`src/rtl/pc_pkg.sv`:
```
// Shared types and constants for the program-flow sequencer.
// Revision: 1.0
`default_nettype none

package pc_pkg;

  localparam int PC_WIDTH    = 11;
  localparam int STACK_DEPTH = 8;

  typedef logic [PC_WIDTH-1:0] pc_t;

  localparam pc_t RESET_VECTOR = 11'h000;
  localparam pc_t IRQ_VECTOR   = 11'h004;

  typedef enum logic [1:0] {
    HOLD = 2'd0,
    RUN  = 2'd1,
    ISR  = 2'd2
  } seq_state_t;

  // Sequential successor; wraps silently at the top of the address space.
  function automatic pc_t pc_incr(input pc_t pc);
    return pc + 1'b1;
  endfunction

endpackage

`default_nettype wire

```
`src/rtl/pc_sequencer_if.sv`:
```
// Control/status bundle between the decode stage (master) and the sequencer (slave).
// Revision: 1.0
`default_nettype none

interface pc_sequencer_if;
  import pc_pkg::*;

  logic stall;
  logic branch_taken;
  pc_t  branch_target;
  logic call;
  pc_t  call_target;
  logic ret;
  logic reti;
  logic irq_req;
  logic irq_ack;
  logic in_isr;
  pc_t  pc;
  logic stack_overflow;
  logic stack_underflow;

  modport master (
    output stall, branch_taken, branch_target, call, call_target, ret, reti, irq_req,
    input  irq_ack, in_isr, pc, stack_overflow, stack_underflow
  );

  modport slave (
    input  stall, branch_taken, branch_target, call, call_target, ret, reti, irq_req,
    output irq_ack, in_isr, pc, stack_overflow, stack_underflow
  );

endinterface

`default_nettype wire

```
`src/rtl/return_stack.sv`:
```
// LIFO of return addresses with occupancy count; updates on the falling clock edge.
// Revision: 1.0
`default_nettype none

module return_stack #(
  parameter int WIDTH = 11,
  parameter int DEPTH = 8
) (
  input  wire logic             clock,
  input  wire logic             reset_bar,
  input  wire logic             push,
  input  wire logic             pop,
  input  wire logic [WIDTH-1:0] push_data,
  output logic      [WIDTH-1:0] top,
  output logic                  full,
  output logic                  empty
);

  localparam int AW = $clog2(DEPTH);

  logic [AW:0]      r_count;
  logic [WIDTH-1:0] r_mem [DEPTH];
  logic [AW-1:0]    w_wr_idx;
  logic [AW-1:0]    w_top_idx;

  assign w_wr_idx  = r_count[AW-1:0];
  assign w_top_idx = w_wr_idx - 1'b1;
  assign full      = (r_count == (AW+1)'(DEPTH));
  assign empty     = (r_count == '0);
  assign top       = r_mem[w_top_idx];

  // Push takes precedence if a caller ever asserts both strobes.
  always_ff @(negedge clock or negedge reset_bar) begin
    if (!reset_bar) begin
      r_count <= '0;
    end else if (push && !full) begin
      r_count <= r_count + 1'b1;
    end else if (pop && !empty) begin
      r_count <= r_count - 1'b1;
    end
  end

  always_ff @(negedge clock) begin
    if (push && !full) begin
      r_mem[w_wr_idx] <= push_data;
    end
  end

endmodule

`default_nettype wire

```
`src/rtl/pc_sequencer.sv`:
```
// Fetch-address sequencer: increment, branch, call/return and interrupt entry, falling-edge state.
// Revision: 1.0
`default_nettype none

module pc_sequencer #(
  parameter int          STACK_DEPTH  = pc_pkg::STACK_DEPTH,
  parameter pc_pkg::pc_t RESET_VECTOR = pc_pkg::RESET_VECTOR,
  parameter pc_pkg::pc_t IRQ_VECTOR   = pc_pkg::IRQ_VECTOR
) (
  input  wire logic     clock,
  input  wire logic     reset_bar,
  pc_sequencer_if.slave bus
);
  import pc_pkg::*;

  seq_state_t r_state;
  pc_t        r_pc;
  logic       r_irq_ack;
  logic       r_in_isr;
  logic       r_overflow;
  logic       r_underflow;

  seq_state_t w_next_state;
  pc_t        w_next_pc;
  pc_t        w_pc_inc;
  logic       w_next_ack;
  logic       w_push;
  logic       w_pop;
  logic       w_set_ovf;
  logic       w_set_unf;
  pc_t        w_stack_top;
  logic       w_stack_full;
  logic       w_stack_empty;

  assign w_pc_inc = pc_incr(r_pc);

  return_stack #(
    .WIDTH (PC_WIDTH),
    .DEPTH (STACK_DEPTH)
  ) u_stack (
    .clock     (clock),
    .reset_bar (reset_bar),
    .push      (w_push),
    .pop       (w_pop),
    .push_data (w_pc_inc),
    .top       (w_stack_top),
    .full      (w_stack_full),
    .empty     (w_stack_empty)
  );

  always_comb begin
    w_next_state = r_state;
    w_next_pc    = r_pc;
    w_next_ack   = 1'b0;
    w_push       = 1'b0;
    w_pop        = 1'b0;
    w_set_ovf    = 1'b0;
    w_set_unf    = 1'b0;

    if (r_state == HOLD) begin
      w_next_state = RUN;
    end else if (bus.stall) begin
      w_next_state = r_state;
    end else if (bus.ret || bus.reti) begin
      if (w_stack_empty) begin
        w_set_unf = 1'b1;
        w_next_pc = w_pc_inc;
      end else begin
        w_pop     = 1'b1;
        w_next_pc = w_stack_top;
      end
      if (bus.reti) begin
        w_next_state = RUN;
      end
    end else if (bus.call) begin
      w_push    = !w_stack_full;
      w_set_ovf = w_stack_full;
      w_next_pc = bus.call_target;
    end else if (bus.branch_taken) begin
      w_next_pc = bus.branch_target;
    end else if (r_state == RUN && bus.irq_req) begin
      // A full stack loses the return address but the vector is still entered.
      w_push       = !w_stack_full;
      w_set_ovf    = w_stack_full;
      w_next_pc    = IRQ_VECTOR;
      w_next_state = ISR;
      w_next_ack   = 1'b1;
    end else begin
      w_next_pc = w_pc_inc;
    end
  end

  always_ff @(negedge clock or negedge reset_bar) begin
    if (!reset_bar) begin
      r_state     <= HOLD;
      r_pc        <= RESET_VECTOR;
      r_irq_ack   <= 1'b0;
      r_in_isr    <= 1'b0;
      r_overflow  <= 1'b0;
      r_underflow <= 1'b0;
    end else begin
      r_state     <= w_next_state;
      r_pc        <= w_next_pc;
      r_irq_ack   <= w_next_ack;
      r_in_isr    <= (w_next_state == ISR);
      r_overflow  <= r_overflow  | w_set_ovf;
      r_underflow <= r_underflow | w_set_unf;
    end
  end

  assign bus.pc              = r_pc;
  assign bus.irq_ack         = r_irq_ack;
  assign bus.in_isr          = r_in_isr;
  assign bus.stack_overflow  = r_overflow;
  assign bus.stack_underflow = r_underflow;

endmodule

`default_nettype wire

```
`src/flat_wrapper.sv`:
```
// flat-port wrapper written by rule: the top's interface ports become plain ports
module pc_sequencer_flat import pc_pkg::*;
#(
  parameter int          STACK_DEPTH  = pc_pkg::STACK_DEPTH,
  parameter pc_pkg::pc_t RESET_VECTOR = pc_pkg::RESET_VECTOR,
  parameter pc_pkg::pc_t IRQ_VECTOR   = pc_pkg::IRQ_VECTOR
)
  (clock, reset_bar, bus_stall, bus_branch_taken, bus_branch_target, bus_call, bus_call_target, bus_ret, bus_reti, bus_irq_req, bus_irq_ack, bus_in_isr, bus_pc, bus_stack_overflow, bus_stack_underflow);
  pc_sequencer_if bus_i ();
  input  wire logic clock;
  input  wire logic reset_bar;
  input wire logic [$bits(bus_i.stall)-1:0] bus_stall;
  input wire logic [$bits(bus_i.branch_taken)-1:0] bus_branch_taken;
  input wire logic [$bits(bus_i.branch_target)-1:0] bus_branch_target;
  input wire logic [$bits(bus_i.call)-1:0] bus_call;
  input wire logic [$bits(bus_i.call_target)-1:0] bus_call_target;
  input wire logic [$bits(bus_i.ret)-1:0] bus_ret;
  input wire logic [$bits(bus_i.reti)-1:0] bus_reti;
  input wire logic [$bits(bus_i.irq_req)-1:0] bus_irq_req;
  output wire logic [$bits(bus_i.irq_ack)-1:0] bus_irq_ack;
  output wire logic [$bits(bus_i.in_isr)-1:0] bus_in_isr;
  output wire logic [$bits(bus_i.pc)-1:0] bus_pc;
  output wire logic [$bits(bus_i.stack_overflow)-1:0] bus_stack_overflow;
  output wire logic [$bits(bus_i.stack_underflow)-1:0] bus_stack_underflow;
  assign bus_i.stall = bus_stall;
  assign bus_i.branch_taken = bus_branch_taken;
  assign bus_i.branch_target = bus_branch_target;
  assign bus_i.call = bus_call;
  assign bus_i.call_target = bus_call_target;
  assign bus_i.ret = bus_ret;
  assign bus_i.reti = bus_reti;
  assign bus_i.irq_req = bus_irq_req;
  assign bus_irq_ack = bus_i.irq_ack;
  assign bus_in_isr = bus_i.in_isr;
  assign bus_pc = bus_i.pc;
  assign bus_stack_overflow = bus_i.stack_overflow;
  assign bus_stack_underflow = bus_i.stack_underflow;
  pc_sequencer #(.STACK_DEPTH(STACK_DEPTH), .RESET_VECTOR(RESET_VECTOR), .IRQ_VECTOR(IRQ_VECTOR)) u_core (.clock(clock), .reset_bar(reset_bar), .bus(bus_i));
endmodule
```
`config.mk`:
```
export PLATFORM = sky130hd
export DESIGN_NAME = pc_sequencer_flat
export DESIGN_NICKNAME = d
export VERILOG_FILES = /design/src/rtl/pc_pkg.sv /design/src/rtl/pc_sequencer_if.sv /design/src/rtl/return_stack.sv /design/src/rtl/pc_sequencer.sv /design/src/flat_wrapper.sv
export SDC_FILE = /design/constraint.sdc
export NUM_CORES = 1
export LEC_CHECK = 0
export CORE_MARGIN = 1
export CORE_UTILIZATION = 40
export CTS_BUF_LIST = sky130_fd_sc_hd__clkbuf_8
export CTS_CLUSTER_DIAMETER = 40
export DETAILED_ROUTE_END_ITERATION = 16
export DONT_BUFFER_PORTS = 1
export GPL_ROUTABILITY_DRIVEN = 0
export SKIP_LAST_GASP = 1
export SLEW_MARGIN = 25
export SYNTH_ARGS = -nofsm -noshare
export SYNTH_HDL_FRONTEND = slang
export SYNTH_SLANG_ARGS = --single-unit
export TNS_END_PERCENT = 10
```
`constraint.sdc`:
```
create_clock -name clock -period 2.97 [get_ports clock]
set_input_delay 0.594 -clock clock [delete_from_list [all_inputs] [get_ports clock]]
set_output_delay 0.594 -clock clock [all_outputs]
set_load 0.005 [all_outputs]
```
Word-level counts from Yosys, hierarchy flattened
Memory sizes are Yosys's and may differ from the RTL's.
Index checks and enable logic that the tools add are counted.
{ "totals": {"latchBits": 0, "regBits": 21, "memories": 1, "input_bits": 30, "ramBits": 88, "output_inout_bits": 15, "wordCells": 71, "rom_bits": 0} }
{ "op_classes": {"multipliers": 0, "order_cmp": 0, "n_addsub": 4, "n_eq_ne": 3, "div": 0, "n_mux": 42, "n_shift": 0, "n_bitwise": 4, "n_reduce_logical": 10} }
{ "mem_list": {"columns": ["memory", "words", "width", "read_ports", "rd_clocked_by_memory_dff", "write_ports", "line", "text"], "rows": [
  ["u_core.u_stack.r_mem", 8, 11, 1, 0, 1, "return_stack.sv:22", "logic [WIDTH-1:0] r_mem [DEPTH];"]
]} }
{ "op_table": {"columns": ["cell", "count"], "rows": [
  ["two-way mux 11 bit", 5],
  ["two-way mux 1 bit", 28],
  ["two-way mux 2 bit", 7],
  ["adder 11 x 1 -> 11 bit, second input constant", 1],
  ["two-way mux 4 bit", 2],
  ["adder 4 x 1 -> 4 bit, second input constant", 1],
  ["equality test 4 bit, second input constant", 1],
  ["zero test 4 bit", 1],
  ["subtractor 4 x 1 -> 4 bit, second input constant", 1],
  ["logical AND 1 bit", 3],
  ["subtractor 3 x 1 -> 3 bit, second input constant", 1],
  ["equality test 2 x 1 -> 1 bit, second input constant", 1],
  ["equality test 2 bit, second input constant", 1],
  ["zero test 1 bit", 2],
  ["zero test 2 bit", 1],
  ["NOT 1 bit", 2],
  ["OR 1 bit", 2],
  ["AND reduction 2 bit", 1],
  ["nonzero test 2 bit", 1],
  ["logical OR 1 bit", 1]
]} }

Longest topological paths before layout
{ "logic_depth": {"word_depth": 11, "depth_mapped": 12, "ltp_nobuf": 9} }

Cells and area by module
A second synthesis with hierarchy kept.
{ "unflattened": {"hier_cells": 336, "hier_area_um2": 5077.4} }
{ "modules_own_cells": {"columns": ["module", "area_each_um2", "cells_each", "seq_area_each_um2", "instances"], "rows": [
  ["return_stack", 3727.3, 176, 2742.6, 1],
  ["pc_sequencer", 1350.0, 160, 425.4, 1]
]} }

==> impl_summary.md <==
Placement
The placement-stage worst setup slack is -0.701 ns. The count of input and output buffers is 0. Once placement completed, the tool counted placed cells totaling 560.

The HPWL reported at the end of detailed placement is 8680 um.

GRT
The wire length of the first global-routing pass is 19800 um. The overall global routing resource usage is 20.9%. The overall overflow remaining after global route is 0. The number of antenna violations at the first check in global routing is 0. Entering global routing, the biggest net connects 28 pins. The via count of the first global-routing pass came to 3677.

STA
Setup repair after global routing could not meet its margin everywhere. The worst max-slew margin expressed relative to the limit is 40.6%. For the pin with the worst max-slew slack, the measured transition is 0.885 ns. The slack of the critical path is -0.222 ns.

The number of setup violations in the final report is 94. The number of pins exceeding their max-slew limit in the final report is 0. The final worst clock skew is 0.0884 ns. The post-route worst hold slack is 0.445 ns. The count of endpoints failing hold in the final timing report is 0.

Worst setup path
Of all nets on the critical path, the largest fanout is 5. The worst path required time is 1.70 ns. The signal arrival time at the worst endpoint is 1.92 ns.

The worst setup path category is input port to flop. Traced cell by cell, the critical path runs through or2_4, nor2_4, o211ai_4, ha_4, a21o_1, a21oi_2, mux2i_1, xor2_1. STA classifies the critical path endpoint as a flop. The nature of the critical path startpoint is an input port. Among all stages on the critical path, the largest delay is contributed by sky130_fd_sc_hd__or2_4. On the worst path, the slowest cell contributes a delay of 0.24 ns.

Logic synthesis
In the post-synthesis netlist, the biggest area contributors are sky130_fd_sc_hd__edfxtp_1 (53%), sky130_fd_sc_hd__dfrtn_1 (11%), sky130_fd_sc_hd__mux4_2 (5.4%), sky130_fd_sc_hd__nand2_1 (3.4%), sky130_fd_sc_hd__mux4_1 (2.1%). After synthesis the cells add up to 4960 um^2. The proportion of synthesized chip area in sequential cells is 63.8%.

Yosys printed 0 warnings. The top cell type by area accounts for 53.3% of the synthesized area. Yosys mapped a number of flops with a built-in enable equal to 88. The count of state elements after synthesis is 109. The distinct cell type count of the synthesized netlist is 60. The cell count after synthesis came out at 360. The predominant post-synthesis flop cell is sky130_fd_sc_hd__edfxtp_1. The largest total area in the synthesized netlist belongs to sky130_fd_sc_hd__edfxtp_1.

The net count after synthesis is 395. Averaged over all synthesized cells, the footprint is 13.8 um^2. For this run, asynchronously set or reset flops after synthesis account for 19.3%.

Drt
The detailed-route wire length on metal 1 is 5540 um. The detailed router finished its first iteration with 215 violations. Summed over all nets, wire length on met2 after detailed routing comes to 5830 um. The via count of the routed design is 3516.

In the detailed route, the total length drawn on met3 is 884 um. The routed via count divided by cell count is 5.29. The routed design has 12400 um of wire. The number of nets still failing antenna checks after routing is 0. The first detailed-routing pass ran for 5 iterations. Routed signal wires occupy layers up through met4.

Dividing the detail-routed wire length by the instance count gives 18.7 um. For this run, design rule violations remaining after detail routing come to 0.

Floorplan
For this design the top-level I/O count stands at 45. The initialized floorplan defines 40 standard-cell rows. For this configuration, the core starts out at a cell density of 41.1%. The floorplan step defined a die boundary enclosing 12900 um^2. The die is 113 um wide. The area inside the core boundary is 12100 um^2.

The vertical die dimension is 113 um.

Status
The flow ran to the end, but the final reports show violations. The final reports fail on setup timing.

Final layout
The antenna diode instance count is 0. The share of post-route cells with drive strength above 1 is 22.9%. At the end of the flow, the number of nets in the layout was 527. The area growth from synthesis to layout is 27.6%. Once layout is complete, the cells apart from fillers number 665. In the layout the commonest cells are sky130_fd_sc_hd__inv_1 (94), sky130_fd_sc_hd__edfxtp_1 (88), sky130_fd_sc_hd__nand2_1 (43). Measured on the finished design, the core utilization comes to 52.5%. The library cell used most frequently in the layout, excluding fill and tap cells, is sky130_fd_sc_hd__inv_1.

Pwr
The overall power after layout is 0.00636 W. For this design the static power due to leakage is 2.59 nW. Across the VDD grid, the largest voltage drop is 0.000387 V. Power spread over the standard cell area amounts to 1000 nW/um^2.

Clock tree
The TritonCTS clock tree is done. The clock sink count is 109. The clock tree synthesis step divided the H-tree into 3 levels. In this run the deepest clock path goes through 2 buffers. Hold repair after CTS inserted 0 buffers. TritonCTS created 9 clock buffers.

The tree is rooted in a sky130_fd_sc_hd__clkbuf_8. The clock latency on the worst-skew pair is 0.44 ns. After clock tree synthesis, the clock-pin slew on the worst setup and hold paths is 0.08 ns.

Worst hold path
The tightest min-delay check is of the flop to flop type.

Job
Max-cap violations in this run came to 0.
## cell families (layout without fill, tap and decap cells)
group	Yosys count	after routing	share of synthesized area, %
and+or+nand+nor	113	113	11.1
DFF	109	109	63.8
AOI/OAI and AO/OA	71	71	9.58
buffers and inverters	27	164	2.80
muxes	23	23	9.00
xor gates and xnor gates	12	12	2.27
adders and majority gates	5	5	1.41
## per-stage QoR
| step | setup TNS [ns] | area [um^2] |
|---|---|---|
| 6_report | -13.32 | 6330 |
| 5_1_grt | -16.01 | 6330 |
| 4_1_cts | -15.73 | 6260 |
| 3_5_place_dp | -58.69 | 5670 |
| 3_3_place_gp | -58.32 | 5670 |
| 2_1_floorplan | -60.47 | 5100 |
## cell usage after synthesis (2+ instances only)
library cell               instances
sky130_fd_sc_hd__o21ai_1           5
sky130_fd_sc_hd__or3_1             3
sky130_fd_sc_hd__nor4_1            5
sky130_fd_sc_hd__nor2_1           19
sky130_fd_sc_hd__xnor2_1           5
sky130_fd_sc_hd__inv_2             3
sky130_fd_sc_hd__edfxtp_1         88
sky130_fd_sc_hd__a21oi_1          19
sky130_fd_sc_hd__buf_2             5
sky130_fd_sc_hd__o211ai_1          2
sky130_fd_sc_hd__a22o_1            2
sky130_fd_sc_hd__nand2_1          45
sky130_fd_sc_hd__inv_1             7
sky130_fd_sc_hd__a21o_1            4
sky130_fd_sc_hd__mux4_2           12
sky130_fd_sc_hd__mux2i_1           6
sky130_fd_sc_hd__nand3_1          11
sky130_fd_sc_hd__nand4_1           7
sky130_fd_sc_hd__o22ai_1           3
sky130_fd_sc_hd__or2_1             3
sky130_fd_sc_hd__o21bai_1          2
sky130_fd_sc_hd__ha_1              4
sky130_fd_sc_hd__dfrtn_1          21
sky130_fd_sc_hd__clkbuf_1          6
sky130_fd_sc_hd__nand2b_1          4
sky130_fd_sc_hd__xor2_1            6
sky130_fd_sc_hd__nor2b_1           2
sky130_fd_sc_hd__nor3_1            7
sky130_fd_sc_hd__a31oi_1           3
sky130_fd_sc_hd__a22oi_1           4
sky130_fd_sc_hd__nand3b_1          2
sky130_fd_sc_hd__buf_4             2
sky130_fd_sc_hd__o21ai_0          12
sky130_fd_sc_hd__a32oi_1           2
sky130_fd_sc_hd__mux4_1            4
## final cells by class
type                    instances  area (um^2)
clock buffers                   9          124
clock inverters                95          424
fillers                      1044         5730
inverters                      10         37.5
multi-input cells             224         1880
flip-flops and latches        109         3170
well taps                     168          210
repair buffers                 50          487
## metal layers
metal,GRT usage (%),vias up
met5,0,-
met3,7.23,22
met4,8.33,0
met2,31.7,139
li1,-,1646
met1,27.7,1709
## path summary, 6_finish.rpt
check	depth (start not counted)	endpoint	startpoint	slack [ns]
max reg2reg	7	u_core.bus.pc[1]	u_core.u_stack.r_count[0]	0.43
max	8	u_core.u_stack.r_count[3]	bus_reti	-0.22
min	1	u_core.bus.stack_underflow	u_core.bus.stack_underflow	0.44
min in group asynchronous	0	u_core.bus.pc[9]	reset_bar	1.28
min reg2reg	1	u_core.bus.stack_underflow	u_core.bus.stack_underflow	0.44
max in group asynchronous	0	u_core.bus.pc[8]	reset_bar	1.58
## sequential cells by signal (all words and copies together), names as in the netlist
register                    flops
u_core.u_stack.r_mem           88
u_core.bus.pc                  11
u_core.u_stack.r_count          4
u_core.r_state                  2
u_core.bus.in_isr               1
u_core.bus.irq_ack              1
u_core.bus.stack_overflow       1
u_core.bus.stack_underflow      1
## power breakdown
group          leakage (nW)  internal (W)  switching (W)
Combinational         0.971       0.00103        0.00166
Sequential             1.04       0.00210       0.000151
Clock                 0.581      0.000516       0.000907
## worst max-delay path: cells and delay by family
| family | cells | cell delay (ns) |
|---|---|---|
| fa+ha+maj | 1 | 0.24 |
| compound gates | 3 | 0.43 |
| xor+xnor | 1 | 0.09 |
| simple gates | 2 | 0.35 |
| mux | 1 | 0.22 |
## what timing repair did
action / CTS / global route
cloned: 0 / 0
setup endpoints to repair: 98 / 106
gates resized for setup: 7 / 14
setup buffers: 4 / 2
pin swaps: 7 / 10
No activity file was read; power rests on OpenSTA's default activity.
